File: config.mk
export PLATFORM = sky130hd
export DESIGN_NAME = shift_tx_ctrl
export DESIGN_NICKNAME = d
export VERILOG_FILES = /design/src/rtl/shift_ctrl_pkg.sv /design/src/rtl/shift_tx_ctrl_piso_reg.sv /design/src/rtl/shift_tx_ctrl.sv
export SDC_FILE = /design/constraint.sdc
export NUM_CORES = 1
export LEC_CHECK = 0
export ABC_AREA = 0
export CORE_MARGIN = 3
export CORE_UTILIZATION = 35
export DETAILED_ROUTE_END_ITERATION = 10
export PLACE_DENSITY_LB_ADDON = 0.2
export SLEW_MARGIN = 20
export SYNTH_ARGS = -nofsm -noshare
export SYNTH_HDL_FRONTEND = slang
export SYNTH_HIERARCHICAL = 1
export SYNTH_SLANG_ARGS = --single-unit
File: constraint.sdc
create_clock -name clk -period 3.65 [get_ports clk]
set_clock_uncertainty 0.2 [all_clocks]
set_input_delay 1.095 -clock clk [delete_from_list [all_inputs] [get_ports clk]]
set_output_delay 1.095 -clock clk [all_outputs]
set_load 0.02 [all_outputs]
File: src/rtl/shift_ctrl_pkg.sv
// Shared definitions for the serial transmit controller: FSM state encoding
// and the default frame geometry.
package shift_ctrl_pkg;

    typedef enum logic [1:0] {
        IDLE  = 2'd0,
        SHIFT = 2'd1,
        GAP   = 2'd2
    } state_t;

    localparam int DEF_WIDTH      = 8;
    localparam int DEF_GAP_CYCLES = 2;
    localparam int GAP_CNT_W      = 4;

endpackage

File: src/rtl/shift_tx_ctrl_piso_reg.sv
// Parallel-in serial-out register. The MSB of the register is the serial
// output bit, so the stream comes out MSB first.
module piso_reg
    import shift_ctrl_pkg::*;
#(
    parameter int WIDTH = DEF_WIDTH
) (
    input  logic             clk,
    input  logic             reset,
    input  logic             load,
    input  logic             shift,
    input  logic             clear,
    input  logic [WIDTH-1:0] din,
    output logic             sout
);

    logic [WIDTH-1:0] sreg_r;

    // Shift register: load wins over clear, clear wins over shift.
    always_ff @(posedge clk or posedge reset) begin
        if (reset) begin
            sreg_r <= '0;
        end else if (load) begin
            sreg_r <= din;
        end else if (clear) begin
            sreg_r <= '0;
        end else if (shift) begin
            sreg_r <= {sreg_r[WIDTH-2:0], 1'b0};
        end else begin
            sreg_r <= sreg_r;
        end
    end

    assign sout = sreg_r[WIDTH-1];

endmodule

File: src/rtl/shift_tx_ctrl.sv
// Serial transmit controller: accepts a parallel word through a valid/ready
// handshake, shifts it out MSB first under shift_en, then enforces an idle gap.
module shift_tx_ctrl
    import shift_ctrl_pkg::*;
#(
    parameter int WIDTH      = DEF_WIDTH,
    parameter int GAP_CYCLES = DEF_GAP_CYCLES
) (
    input  logic             clk,
    input  logic             reset,
    input  logic [WIDTH-1:0] din,
    input  logic             din_valid,
    output logic             din_ready,
    input  logic             shift_en,
    output logic             dout,
    output logic             dout_valid,
    output logic             done,
    output logic             busy,
    output logic [7:0]       frame_cnt
);

    localparam int CNT_W = (WIDTH > 2) ? $clog2(WIDTH) : 1;
    localparam logic [CNT_W-1:0]     CNT_LOAD = CNT_W'(WIDTH - 1);
    localparam logic [GAP_CNT_W-1:0] GAP_LOAD =
        (GAP_CYCLES > 0) ? GAP_CNT_W'(GAP_CYCLES - 1) : {GAP_CNT_W{1'b0}};

    state_t               state_r, state_s;
    logic [CNT_W-1:0]     bit_cnt_r, bit_cnt_s;
    logic [GAP_CNT_W-1:0] gap_cnt_r, gap_cnt_s;
    logic                 ready_r, ready_s;
    logic                 valid_r, valid_s;
    logic                 done_r, done_s;
    logic                 busy_r, busy_s;
    logic [7:0]           frame_r, frame_s;
    logic                 load_s, shift_s, clear_s;
    logic                 sout_s;

    // FSM state register.
    always_ff @(posedge clk or posedge reset) begin
        if (reset) begin
            state_r <= IDLE;
        end else begin
            state_r <= state_s;
        end
    end

    // Next-state, datapath control and next values of every registered output.
    always_comb begin
        state_s   = state_r;
        bit_cnt_s = bit_cnt_r;
        gap_cnt_s = gap_cnt_r;
        ready_s   = ready_r;
        valid_s   = valid_r;
        done_s    = 1'b0;
        frame_s   = frame_r;
        load_s    = 1'b0;
        shift_s   = 1'b0;
        clear_s   = 1'b0;
        case (state_r)
            IDLE: begin
                // ready_r lags IDLE by one edge after reset, so it gates acceptance
                if (din_valid && ready_r) begin
                    load_s    = 1'b1;
                    bit_cnt_s = CNT_LOAD;
                    state_s   = SHIFT;
                    valid_s   = 1'b1;
                    ready_s   = 1'b0;
                end else begin
                    valid_s   = 1'b0;
                    ready_s   = 1'b1;
                end
            end
            SHIFT: begin
                if (shift_en && (bit_cnt_r != {CNT_W{1'b0}})) begin
                    shift_s   = 1'b1;
                    bit_cnt_s = bit_cnt_r - CNT_W'(1);
                end else if (shift_en) begin
                    clear_s   = 1'b1;
                    valid_s   = 1'b0;
                    done_s    = 1'b1;
                    frame_s   = frame_r + 8'd1;
                    if (GAP_CYCLES == 0) begin
                        state_s = IDLE;
                        ready_s = 1'b1;
                    end else begin
                        state_s   = GAP;
                        gap_cnt_s = GAP_LOAD;
                    end
                end else begin
                    state_s = SHIFT;
                end
            end
            GAP: begin
                if (gap_cnt_r == {GAP_CNT_W{1'b0}}) begin
                    state_s = IDLE;
                    ready_s = 1'b1;
                end else begin
                    gap_cnt_s = gap_cnt_r - GAP_CNT_W'(1);
                end
            end
            default: begin
                state_s = IDLE;
                ready_s = 1'b0;
                valid_s = 1'b0;
                clear_s = 1'b1;
            end
        endcase
        busy_s = (state_s != IDLE);
    end

    // Counters and registered handshake/status outputs.
    always_ff @(posedge clk or posedge reset) begin
        if (reset) begin
            bit_cnt_r <= '0;
            gap_cnt_r <= '0;
            ready_r   <= 1'b0;
            valid_r   <= 1'b0;
            done_r    <= 1'b0;
            busy_r    <= 1'b0;
            frame_r   <= 8'd0;
        end else begin
            bit_cnt_r <= bit_cnt_s;
            gap_cnt_r <= gap_cnt_s;
            ready_r   <= ready_s;
            valid_r   <= valid_s;
            done_r    <= done_s;
            busy_r    <= busy_s;
            frame_r   <= frame_s;
        end
    end

    piso_reg #(
        .WIDTH (WIDTH)
    ) u_piso (
        .clk   (clk),
        .reset (reset),
        .load  (load_s),
        .shift (shift_s),
        .clear (clear_s),
        .din   (din),
        .sout  (sout_s)
    );

    assign dout       = sout_s;
    assign dout_valid = valid_r;
    assign din_ready  = ready_r;
    assign done       = done_r;
    assign busy       = busy_r;
    assign frame_cnt  = frame_r;

endmodule

Word-level counts from Yosys, hierarchy flattened
Index checks and enable logic that the tools add are counted.
- ROM bits: 0
- memory bits (writable): 0
- memories: 0
- flip-flop bits (word level): 29
- bits in latches: 0
- logic and storage cells: 67
- reductions and logical operators: 15
- shift operators: 0
- muxes and demuxes: 29
- bitwise logic cells: 3
- order comparisons: 0
- $mul: 0
- eq/ne operators: 8
- div/mod/pow operators: 0
- add/sub/neg operators: 3
- operators by type and width (kind ; number):
    $mux 8 ; 3
    $mux 4 ; 3
    $ne 2x2->1 const B ; 6
    $mux 1 ; 11
    $reduce_and 3->1 ; 3
    $add 8x1->8 const B ; 1
    $mux 2 ; 4
    $pmux 4 s2 ; 1
    $mux 3 ; 2
    $pmux 1 s3 ; 2
    $pmux 2 s3 ; 1
    $pmux 3 s2 ; 1
    $reduce_bool 2->1 ; 3
    $reduce_bool 3->1 ; 2
    $logic_not 4->1 ; 1
    $reduce_and 4->1 ; 1
    $sub 4x1->4 const B ; 1
    $not 1->1 ; 3
    $sub 3x1->3 const B ; 1
    $eq 2x1->1 const B ; 1
    $eq 2x2->1 const B ; 1
    $logic_and 1x1->1 ; 2
    $logic_not 2->1 ; 1
    $pmux 1 s2 ; 1
    other kinds (2) ; 2

Longest topological paths before layout
- word-level depth: 7
- gate-level depth with buffers: 7
- gate-level depth less buffers: 7

By module
The synthesis kept the hierarchy.
- modules (own cells, without submodules) (module ; instances ; cells an instance ; sequential area each (um^2) ; area each (um^2)):
    shift_tx_ctrl ; 1 ; 92 ; 525.5 ; 1027.2
    piso_reg ; 1 ; 36 ; 200.2 ; 376.6

Worst setup path after synthesis
Ideal clock, no wire load.
- path kind: input to register
- from: input port shift_en
- to: register u_piso.sreg_r[5]
- setup time: 0.123 ns
- data arrival time: 1.852 ns
- stages on the path: 4
- path slack: 1.476 ns
- buffers on the path: 1
- cells stage by stage: and4bb_1 buf_2 mux2i_1 o21ai_1
- word-level cells in the longest chain between the ends: 5
- RTL lines (what ; RTL line ; RTL):
    start, declared ; shift_tx_ctrl.sv:14 ; input logic shift_en,
    $mux 1 / $logic_and 1x1->1 (equally long branches) ; shift_tx_ctrl.sv:77, shift_tx_ctrl.sv:74 ;
    $mux 1 ; shift_tx_ctrl.sv:74 ; if (shift_en && (bit_cnt_r != {CNT_W{1'b0}})) begin
    $pmux 1 s2 ; shift_tx_ctrl.sv:59 ; case (state_r)
    $mux 8 ; shift_tx_ctrl_piso_reg.sv:25 ; end else if (clear) begin
    $mux 8 ; shift_tx_ctrl_piso_reg.sv:23 ; end else if (load) begin
    end signal, assigned ; shift_tx_ctrl_piso_reg.sv:24 ; sreg_r <= din;
    end signal, assigned ; shift_tx_ctrl_piso_reg.sv:28 ; sreg_r <= {sreg_r[WIDTH-2:0], 1'b0};
    end signal, assigned ; shift_tx_ctrl_piso_reg.sv:30 ; sreg_r <= sreg_r;
    end, declared ; shift_tx_ctrl_piso_reg.sv:17 ; logic [WIDTH-1:0] sreg_r;
Several ways; a longest one is shown, not always the timed one.
A chain may end at the register's enable or synchronous reset.

Final worst setup path
- from: input port shift_en
- to: register u_piso.sreg_r[1]
- RTL lines (what ; RTL line ; RTL):
    $logic_and 1x1->1 ; shift_tx_ctrl.sv:74 ;
    $mux 1 ; shift_tx_ctrl.sv:74 ;
    $mux 1 ; shift_tx_ctrl.sv:59 ;
    named net shift_s ; shift_tx_ctrl.sv:35 ; logic load_s, shift_s, clear_s;
    $reduce_bool 3->1 (no line) ; n/a ;
The timed path passes the listed nets, and every way through them passes these cells.

==> metrics.md <==
| Metric | Value |
|---|---|
| Run status | complete, no violations |
| Syn Area/Cell | 11.0 um2 |
| Crit path kind | in -> reg |
| Leakage | 0.843 nW |
| DR pass1 iterations | 3 |
| Worst VDD drop | 252 uV |
| Area growth, synth to finish | 25.8% |
| R2R depth | 6 |
| Global-route usage over all layers | 12.5% |
| Cts repair resizes | 0 |
| Hold_ws | 0.272 ns |
| Most common flop cell mapped by yosys | dfrtp_1 |
| Vias in the first global route | 1,087 |
| Row cnt | 22 |
| Die outline height | 69.3 um |
| Hold Crit Depth | 1 |
| HPWL Detailed | 1980 um |
| Antenna violations before repair | 0 |
| WP data arrival | 2.62 ns |
| Post-CTS Hold Buffers | 0 |
| Top cell type's share of synthesized area | 51.7% |
| Largest net degree at the start of global routing | 22 |
| Largest cells by area after synthesis | dfrtp_1 (52%), mux2i_1 (6.4%), nand2_1 (4.5%), ha_1 (3.6%), a21oi_1 (2.5%) |
| Initial Utilization | 37.2% |
| Drt drc | 0 |
| Setup TNS | 0 ns |
| Synthesized flop and latch total | 29 |
| Final nets | 171 |
| Logic pwr share | 30.3% |
| Via count | 978 |
| Slew at the pin closest to its max-slew limit | 0.801 ns |
| Final WS setup | 0.984 ns |
| Power Dens Cells | 628 mW/mm2 |
| I/O pin cnt | 25 |
| Post-synthesis mux area share | 6.42% |
| RD Place Congestion | 0.791 |
| Place WS | 0.684 ns |
| Final WL | 2670 um |
| Synth Area in Adders | 3.57% |
| Total die area | 0.00481 mm2 |
| Layout cells sized above 1 | 9.62% |
| Rel. slew slack | 46.5% |
| Clock-pin slew on the worst setup and hold paths | 0.06 ns |
| Tmin final | 2.67 ns |
| Syn nets | 144 |
| Compound-Gate Fraction of Synth Area | 9.18% |
| Area after DPL | 0.00167 mm2 |
| Sw power | 0.000350 W |
| Post-synth cell types | 36 |
| GRT overflow | 0 |
| Drt first-iter violations | 16 |
| Sw frac | 31.6% |
| Fin. max-slew vios | 0 |
| Vias/cell | 4.79 |
| Post-synthesis cell area | 0.00140 mm2 |
| Int Pwr | 0.000759 W |
| H-tree Lvls | 2 |
| Post-synth top cells | dfrtp_1 (29), nand2_1 (17), inv_1 (9), mux2i_1 (9) |
| Post-Synth XOR/XNOR Area | 4.37% |
| Worst Path Max Fanout | 13 |
| CP required | 3.60 ns |
| Period Utilization, post-route | 73.0% |
| CTS tree | yes |
| CP endpoint kind | register |
| Fin area | 0.00177 mm2 |
| Post-synth EDFFs | 0 |
| Clock Power Share | 25.6% |
| # Max-Cap Violations | 0 |
| Diode count | 0 |
| Horiz. Die Dim | 69.3 um |
| Gate Count Post-Synth | 128 |
| Clock sink count | 29 |
| Num CTS Buffers | 5 |
| Top-count cell post-synth | dfrtp_1 |
| Final ANT Viol Nets | 0 |
| First-pass GRT wire length | 4900 um |
| Sequential power share | 44.1% |
| Post-synth ARST share | 100% |
| Sequential share of the synthesized area | 51.7% |
| Post-Synth Simple-Gate Area | 19.2% |
| Post-CTS setup buffers | 0 |
| Element type at the critical path start | primary input |
| Ys Warns | 6 |
| Combinational family with the most area after synthesis | simple AND/OR/NAND/NOR gates |
| Post-synth top area cell | dfrtp_1 |
| CTS root buffer | clkbuf_8 |
| Number of setup violations in the final report | 0 |
| Highest Clock Rate | 375 MHz |
| Unrepaired setup endpoints after global routing | false |
| Overall Power | 0.00111 W |
| Buffers on Ports | 24 |
| Hold Violations, Final | 0 |
| Longest Clk Path Bufs | 2 |
| Hold WC Path Type | reg -> reg |
| Core area | 0.00377 mm2 |
| Clk_lat worst skew | 0.27 ns |
| DR WL/cell | 13.1 um |
## cell type report
class | instances | area [um2]
fill | 368 | 2000
clock buffer | 7 | 96.3
sequential | 29 | 726
timing repair buffer | 24 | 240
clock inverter | 1 | 5.00
multi-input combinational | 85 | 599
tap | 48 | 60.1
inverter | 10 | 40.0
## cells by family (layout without fill, tap and decap cells)
group	after synthesis	count (layout)
buffers and inverters	14	42
XOR/XNOR	7	7
AND/OR/NAND/NOR	43	43
adder cells (fa/ha/maj)	4	4
flip-flops	29	29
AO/OA/AOI/OAI	22	22
multiplexers	9	9
## cells in the final DEF, fill, tap and decap left out
master           count
ha_1                 4
clkdlybuf4s50_1     24
nand4b_4             1
inv_4                1
dfrtp_1             29
or2_2                1
o211ai_1             1
nand4b_1             1
nor2_1               2
o41ai_1              1
a2bb2oi_1            2
nand3_1              2
nor3_2               2
and3_1               2
o21bai_1             1
and4bb_1             1
o21a_1               1
nand2b_1             2
or2_1                1
inv_1                9
o21ai_1              7
nand2_1             17
o21ai_0              2
nand4_1              3
clkinv_2             1
xor2_1               3
clkbuf_8             7
nor4_1               1
xnor2_1              4
mux2i_1              9
and3b_1              1
a21oi_1              7
and4bb_4             1
nor3_1               1
or2_4                1
or3b_1               1
nor2b_1              2
## per-layer routing
metal | track usage (%) | wire [um] | up-vias | share of wire [%]
met5 | 0 | 0 | - | 0
met4 | 3.90 | 35 | 0 | 1.3
li1 | - | - | 491 | -
met2 | 20.6 | 1360 | 16 | 51
met1 | 15.4 | 1170 | 467 | 44
met3 | 4.35 | 102 | 4 | 3.8
## per-stage QoR
| stage | instances | utilization [%] |
|---|---|---|
| after floorplan | 128 | - |
| after global placement | 196 | 44.2 |
| after detailed placement | 196 | 44.2 |
| after CTS | 204 | 46.8 |
| after global routing | 204 | 46.8 |
| final | 204 | 46.8 |
## registers in the layout (all words and copies together) (netlist names)
name / flops
dout_valid: 1
bit_cnt_r: 3
u_piso/sreg_r: 8
busy: 1
gap_cnt_r: 4
state_r: 2
done: 1
frame_cnt: 8
din_ready: 1
## worst paths after layout
path                                                from                            to  slack (ns)
worst min register to register  bit_cnt_r[0]$_DFFE_PP0P_      bit_cnt_r[0]$_DFFE_PP0P_        0.27
min in group asynchronous                          reset  u_piso/sreg_r[6]$_DFFE_PP0P_        0.89
worst max-delay path                            shift_en  u_piso/sreg_r[1]$_DFFE_PP0P_        0.98
worst max register to register  bit_cnt_r[0]$_DFFE_PP0P_  u_piso/sreg_r[1]$_DFFE_PP0P_        1.44
worst min-delay path            bit_cnt_r[0]$_DFFE_PP0P_      bit_cnt_r[0]$_DFFE_PP0P_        0.27
max in group asynchronous                          reset        dout_valid$_DFFE_PP0P_        1.64
## critical path: stages
cell and delay, ns:
clkdlybuf4s50_1 0.55, and4bb_1 0.62, mux2i_1 0.27, o21ai_1 0.08
## power by group through the flow
| stage | clock [W] | combinational [W] | sequential, W |
|---|---|---|---|
| 2_1_floorplan | 0 | 0.000228 | 0.000503 |
| 3_3_place_gp | 0 | 0.000329 | 0.000492 |
| 3_5_place_dp | 0 | 0.000344 | 0.000495 |
| 4_1_cts | 0.000291 | 0.000344 | 0.000492 |
| 5_1_grt | 0.000304 | 0.000380 | 0.000507 |
| 6_report | 0.000284 | 0.000336 | 0.000489 |
No activity file was read; power rests on OpenSTA's default activity.
